File: config.mk
export PLATFORM = sky130hd
export DESIGN_NAME = vector_arbiter
export DESIGN_NICKNAME = d
export VERILOG_FILES = /design/src/rtl/vector_pkg.sv /design/src/rtl/vector_arbiter_rr_picker.sv /design/src/rtl/vector_arbiter.sv
export SDC_FILE = /design/constraint.sdc
export NUM_CORES = 1
export LEC_CHECK = 0
export CORE_ASPECT_RATIO = 1.4
export CORE_MARGIN = 2
export CORE_UTILIZATION = 52
export CTS_CLUSTER_DIAMETER = 30
export DETAILED_ROUTE_END_ITERATION = 12
export PLACE_DENSITY = 0.94
export RECOVER_POWER = 50
export SLEW_MARGIN = 15
export SYNTH_ARGS = -nofsm -noshare
export SYNTH_HDL_FRONTEND = slang
export SYNTH_SLANG_ARGS = --single-unit
File: constraint.sdc
create_clock -name clk -period 4.4 [get_ports clk]
set_input_delay 0.66 -clock clk [delete_from_list [all_inputs] [get_ports clk]]
set_output_delay 0.66 -clock clk [all_outputs]
set_load 0.005 [all_outputs]
File: src/rtl/vector_pkg.sv
// Shared definitions for the vector buffer read path: data width and
// the arbiter transaction FSM encoding.
package vector_pkg;

  localparam int VEC_W = 8;

  typedef enum logic [1:0] {
    ARB_IDLE,
    ARB_ISSUE,
    ARB_WAIT,
    ARB_RESP
  } arb_state_e;

endpackage

File: src/rtl/vector_arbiter_rr_picker.sv
// Combinational round-robin pick: first requesting index at or above ptr,
// wrapping modulo NB_CLIENTS.
module rr_picker #(
  parameter int NB_CLIENTS = 4,
  parameter int IDX_W      = $clog2(NB_CLIENTS)
) (
  input  logic [NB_CLIENTS-1:0] req,
  input  logic [IDX_W-1:0]      ptr,
  output logic [IDX_W-1:0]      grant,
  output logic                  any
);

  logic [IDX_W:0]          rot_idx [NB_CLIENTS];
  logic [NB_CLIENTS-1:0]   rot_req;

  // Candidate index for each offset from ptr; one extra bit so the sum
  // never overflows and the wrap is an explicit subtraction.
  generate
    for (genvar gi = 0; gi < NB_CLIENTS; gi++) begin : g_rot
      logic [IDX_W:0] sum;
      assign sum          = {1'b0, ptr} + (IDX_W+1)'(gi);
      assign rot_idx[gi]  = (sum >= (IDX_W+1)'(NB_CLIENTS)) ?
                            sum - (IDX_W+1)'(NB_CLIENTS) : sum;
      assign rot_req[gi]  = req[rot_idx[gi][IDX_W-1:0]];
    end
  endgenerate

  always_comb begin
    grant = '0;
    any   = 1'b0;
    for (int i = NB_CLIENTS - 1; i >= 0; i--) begin
      if (rot_req[i]) begin
        grant = rot_idx[i][IDX_W-1:0];
        any   = 1'b1;
      end
    end
  end

endmodule

File: src/rtl/vector_arbiter.sv
// Round-robin arbiter sharing the vector_buffer read port among
// NB_CLIENTS consumers, one 4-cycle transaction at a time.
module vector_arbiter #(
  parameter int NB_CLIENTS = 4,
  parameter int VEC_W      = vector_pkg::VEC_W
) (
  input  logic                  clk,
  input  logic                  rst_n,
  input  logic [NB_CLIENTS-1:0] client_req,
  output logic [NB_CLIENTS-1:0] client_ack,
  output logic [NB_CLIENTS-1:0] client_nack,
  output logic [VEC_W-1:0]      client_vector,
  output logic                  buf_req,
  input  logic [VEC_W-1:0]      buf_vector,
  input  logic                  buf_valid,
  output logic [7:0]            nack_count
);

  import vector_pkg::*;

  localparam int IDX_W = $clog2(NB_CLIENTS);

  arb_state_e            state_q;
  logic [IDX_W-1:0]      ptr_q, ptr_d;
  logic [IDX_W-1:0]      grant_q;
  logic                  buf_req_q;
  logic [NB_CLIENTS-1:0] ack_q, nack_q, grant_oh_d;
  logic [VEC_W-1:0]      vec_q;
  logic [7:0]            nack_cnt_q;

  logic [IDX_W-1:0]      pick_grant;
  logic                  pick_any;

  rr_picker #(
    .NB_CLIENTS (NB_CLIENTS),
    .IDX_W      (IDX_W)
  ) u_picker (
    .req   (client_req),
    .ptr   (ptr_q),
    .grant (pick_grant),
    .any   (pick_any)
  );

  assign ptr_d      = (grant_q == IDX_W'(NB_CLIENTS - 1)) ? '0 : grant_q + IDX_W'(1);
  assign grant_oh_d = NB_CLIENTS'(1) << grant_q;

  // Async reset also clears buf_req immediately so no read is issued
  // while the block is held in reset.
  always_ff @(posedge clk or negedge rst_n) begin
    if (!rst_n) begin
      state_q    <= ARB_IDLE;
      ptr_q      <= '0;
      grant_q    <= '0;
      buf_req_q  <= 1'b0;
      ack_q      <= '0;
      nack_q     <= '0;
      vec_q      <= '0;
      nack_cnt_q <= '0;
    end else begin
      case (state_q)
        ARB_IDLE: begin
          if (pick_any) begin
            grant_q   <= pick_grant;
            buf_req_q <= 1'b1;
            state_q   <= ARB_ISSUE;
          end
        end
        ARB_ISSUE: begin
          buf_req_q <= 1'b0;
          state_q   <= ARB_WAIT;
        end
        ARB_WAIT: begin
          if (buf_valid) begin
            vec_q <= buf_vector;
            ack_q <= grant_oh_d;
          end else begin
            nack_q <= grant_oh_d;
            if (nack_cnt_q != 8'hFF) nack_cnt_q <= nack_cnt_q + 8'd1;
          end
          state_q <= ARB_RESP;
        end
        ARB_RESP: begin
          ack_q   <= '0;
          nack_q  <= '0;
          vec_q   <= '0;
          ptr_q   <= ptr_d;
          state_q <= ARB_IDLE;
        end
        default: state_q <= ARB_IDLE;
      endcase
    end
  end

  assign buf_req       = buf_req_q;
  assign client_ack    = ack_q;
  assign client_nack   = nack_q;
  assign client_vector = vec_q;
  assign nack_count    = nack_cnt_q;

endmodule

==> metrics.md <==
| Metric | Value |
|---|---|
| Status | finished with violations |
| Failing checks | max-capacitance violations, max-slew violations |
| Syn Nets | about 190 |
| Final setup fails | 0 |
| Setup TNS | 0 ps |
| Reg power frac | 38.1% |
| Clk sinks | 31 |
| Vias in the first global route | about 1300 |
| Routed Wire Length | 3428 um |
| WHS Path Cells | 2 |
| Syn Area/Cell | 9.514 um2 |
| Resize count post-CTS | 0 |
| Grt total ovfl | 0 |
| Initial antenna violation count | 0 |
| WS Path Type | input port to flip-flop |
| FP Rows | 23 |
| Sequential area share after synthesis | roughly 48% |
| Initial Utilization | 55.32% |
| Maxcap violations | 1 |
| Period utilization | a little over half |
| Distinct cells, synth | 34 |
| Clock Pin Slew Worst Setup and Hold Paths | about 70 ps |
| Die span in x | 51.00 um |
| Slowest cell on crit path | and2b_1 |
| CTS H-tree depth | 2 |
| Maximum vdd drop | 0.3669 mV |
| Largest net degree at the start of global routing | 32 |
| DR iter-0 viols | 66 |
| Area of the core | 0.002907 mm2 |
| Worst Hold End | client_vector[3] |
| Comb power frac | 39.5% |
| Height of the chip | 69.79 um |
| Switching Fraction | 35.12% |
| Multi-input gate area | 770.7 um2 |
| Yosys Warn Count | 0 |
| Detailed Routing Iterations Pass 1 | 4 |
| Largest cells by area after synthesis | dfrtp_1 48%, ha_1 7.8%, nand2_1 6.8%, o21ai_0 5.3%, a21oi_1 4.4% |
| Worst min-delay path class | flip-flop to flip-flop |
| Internal Power | between 0.0008 and 0.0009 W |
| R2R depth | 5 |
| Pwr Density | 598.8 mW/mm2 |
| RR Startpoint | state_q[0] |
| Wire per inst | 13.93 um |
| CTS Buf Count | 5 |
| Share of cells above drive strength 1 | 5.742% |
| Slew @ Worst Pin | 1656 ps |
| Die Area | 0.003559 mm2 |
| # IOs | 40 |
| Worst rel slew slack | -10.39% |
| Seq cells post-synth | 31 |
| Post-Place Setup Slack | around 1800 ps |
| NetSw | around 0.00045 W |
| Total routing usage reported by global routing | 22.08% |
| Port Buffers | 39 |
| Syn Std Cell Area | 0.001608 mm2 |
| Remaining antenna violation count | 0 |
| GPL Wtd Cong | approximately 0.77 |
| Clk_skew | between 7 and 8 ps |
| Worst Path Required | 4560 ps |
| Most frequent cells in the layout | 31 x dfrtp_1, 30 x clkdlybuf4s50_1, 29 x nand2_1 |
| RSZ-0062 raised after global routing | no |
| Fmax | 0.4192 GHz |
| Worst endpoint data arrival time | 2540 ps |
| First-pass GRT wire length | 6044 um |
| CTS tree | done |
| Via count | 1364 |
| Reg2reg end | nack_count[1] |
| Worst-path fanout max | 16 |
| ANT cells | 0 |
| Clock Latency Late Sink | 280 ps |
| Final Critical Period | 2385 ps |
| Hold_sp | client_vector[3] |
| Synth top area share | 48.25% |
| Yosys top cell by area | dfrtp_1 |
| Register Area | 775.7 um2 |
| Vias per inst | 5.545 |
| Clk pwr share | 22.4% |
| Layout fillers | 215 |
| Nets | approximately 230 |
| R2R Setup Slk | 2100 ps |
| Fin. Hold Viols | 0 |
| Most common cell after layout, fill and taps aside | dfrtp_1 |
| Leak | 0.9532 nW |
| Clock Path Buffers | 2 |
| Area Overhead vs Synth | 32.53% |
| DP HPWL | 2409 um |
| Setup crit start | buf_valid |
| Hold buffer count at CTS | 0 |
| Final number of max-transition violations | 32 |
| Cells after Synth | 169 |
| CTS root buf | clkbuf_8 |
| Crit. End Element | flip-flop |
| Post-CTS Setup Bufs | 0 |
| Setup ws final | 2015 ps |
| Critical Path Start Type | input port |
| Max stage delay on crit path | 610 ps |
| CP Cell Sequence | clkdlybuf4s50_1 -> and2b_1 -> a21boi_4 -> mux2_1 |
| DRC | 0 |
## layer usage
metal / global-route usage (%) / share of wire [%] / up-vias
li1: - / - / 663
met2: 37.23 / 51 / 47
met3: 4.095 / 4.8 / 8
met1: 26.10 / 41 / 646
met5: 0 / 0 / -
met4: 11.11 / 2.5 / 0
## cell usage after synthesis
master    count
clkbuf_1      6
buf_2         1
mux2_2        1
xor2_1        1
nor4_1        1
mux2_1        2
ha_1         10
dfrtp_1      31
nand2_1      29
a41oi_1       1
xor2_2        1
buf_4         1
and3_1        8
nand4_1       3
nor4bb_1      1
a21boi_4      1
and2_1        1
o221ai_1      1
a21oi_1      14
o21a_1        1
nor2b_1       1
nand3_1       2
and2_4        1
nand2b_1      2
mux2i_1       1
xnor2_1       3
o22ai_1       2
o21ai_1       5
and4_1        1
and2b_1       1
inv_1         7
nor2_1        6
a22oi_1       5
o21ai_0      17
## registers in the layout (all words and copies together), names as in the netlist
register / count
buf_req: 1
client_ack: 4
client_nack: 4
client_vector: 8
grant_q: 2
nack_count: 8
ptr_q: 2
state_q: 2
## worst max path at each step
stage                           endpoint  slack (ps)  depth (start not counted)
after floorplan            nack_count[1]        2780                          4
after detailed placement   nack_count[1]        1770                          4
after CTS                  nack_count[1]        2040                          4
after global placement     nack_count[1]        1810                          4
final                      nack_count[1]        2010                          4
after global routing      client_nack[0]        1790                          2
## layout make-up
| type | count | share of cell area (%) |
|---|---|---|
| Clock inverter | 2 | 1.644 |
| Sequential cell | 31 | 36.41 |
| Tap cell | 37 | 2.173 |
| Multi-Input combinational cell | 123 | 36.17 |
| Inverter | 7 | 1.233 |
| Timing Repair Buffer | 40 | 18.50 |
| Clock buffer | 6 | 3.876 |
## worst max-delay path, delay by kind of cell
family                 cells  cell delay [ps]
AND/OR/NAND/NOR            1              610
buffers and inverters      1              570
multiplexers               1              350
AO/OA/AOI/OAI              1              340
## power by group through the flow
stage | logic [W] | registers (W) | clock network, W
2_1_floorplan | 0.000290 | 0.000478 | 0
3_3_place_gp | 0.000489 | 0.000485 | 0
3_5_place_dp | 0.000513 | 0.000488 | 0
4_1_cts | 0.000517 | 0.000486 | 0.000293
5_1_grt | 0.000570 | 0.000502 | 0.000304
6_report | 0.000504 | 0.000486 | 0.000286
## kinds of logic (layout without fill, tap and decap cells)
kind of cell | Yosys count | count (layout) | synth area share (%)
buffers and inverters | 15 | 55 | 3.813
multiplexers | 4 | 4 | 2.724
AO/OA/AOI/OAI | 47 | 47 | 17.04
adder cells (fa/ha/maj) | 10 | 10 | 7.782
AND/OR/NAND/NOR | 57 | 57 | 17.20
XOR/XNOR | 5 | 5 | 3.191
flip-flops | 31 | 31 | 48.25
## metrics by stage
stage / hold slack, ps / instances / power, W / utilization (%) / cell area, um2
after CTS: 516.9 / 246 / 0.001295 / 73.44 / 2135
after floorplan: 364.4 / 169 / 0.0007679 / - / 1608
after detailed placement: 501.7 / 238 / 0.001001 / 69.39 / 2017
after global routing: 537.8 / 246 / 0.001376 / 73.31 / 2131
after global placement: 485.0 / 238 / 0.0009744 / 69.39 / 2017
final: 501.4 / 246 / 0.001276 / 73.31 / 2131
Power figures use the tool's default switching activity.
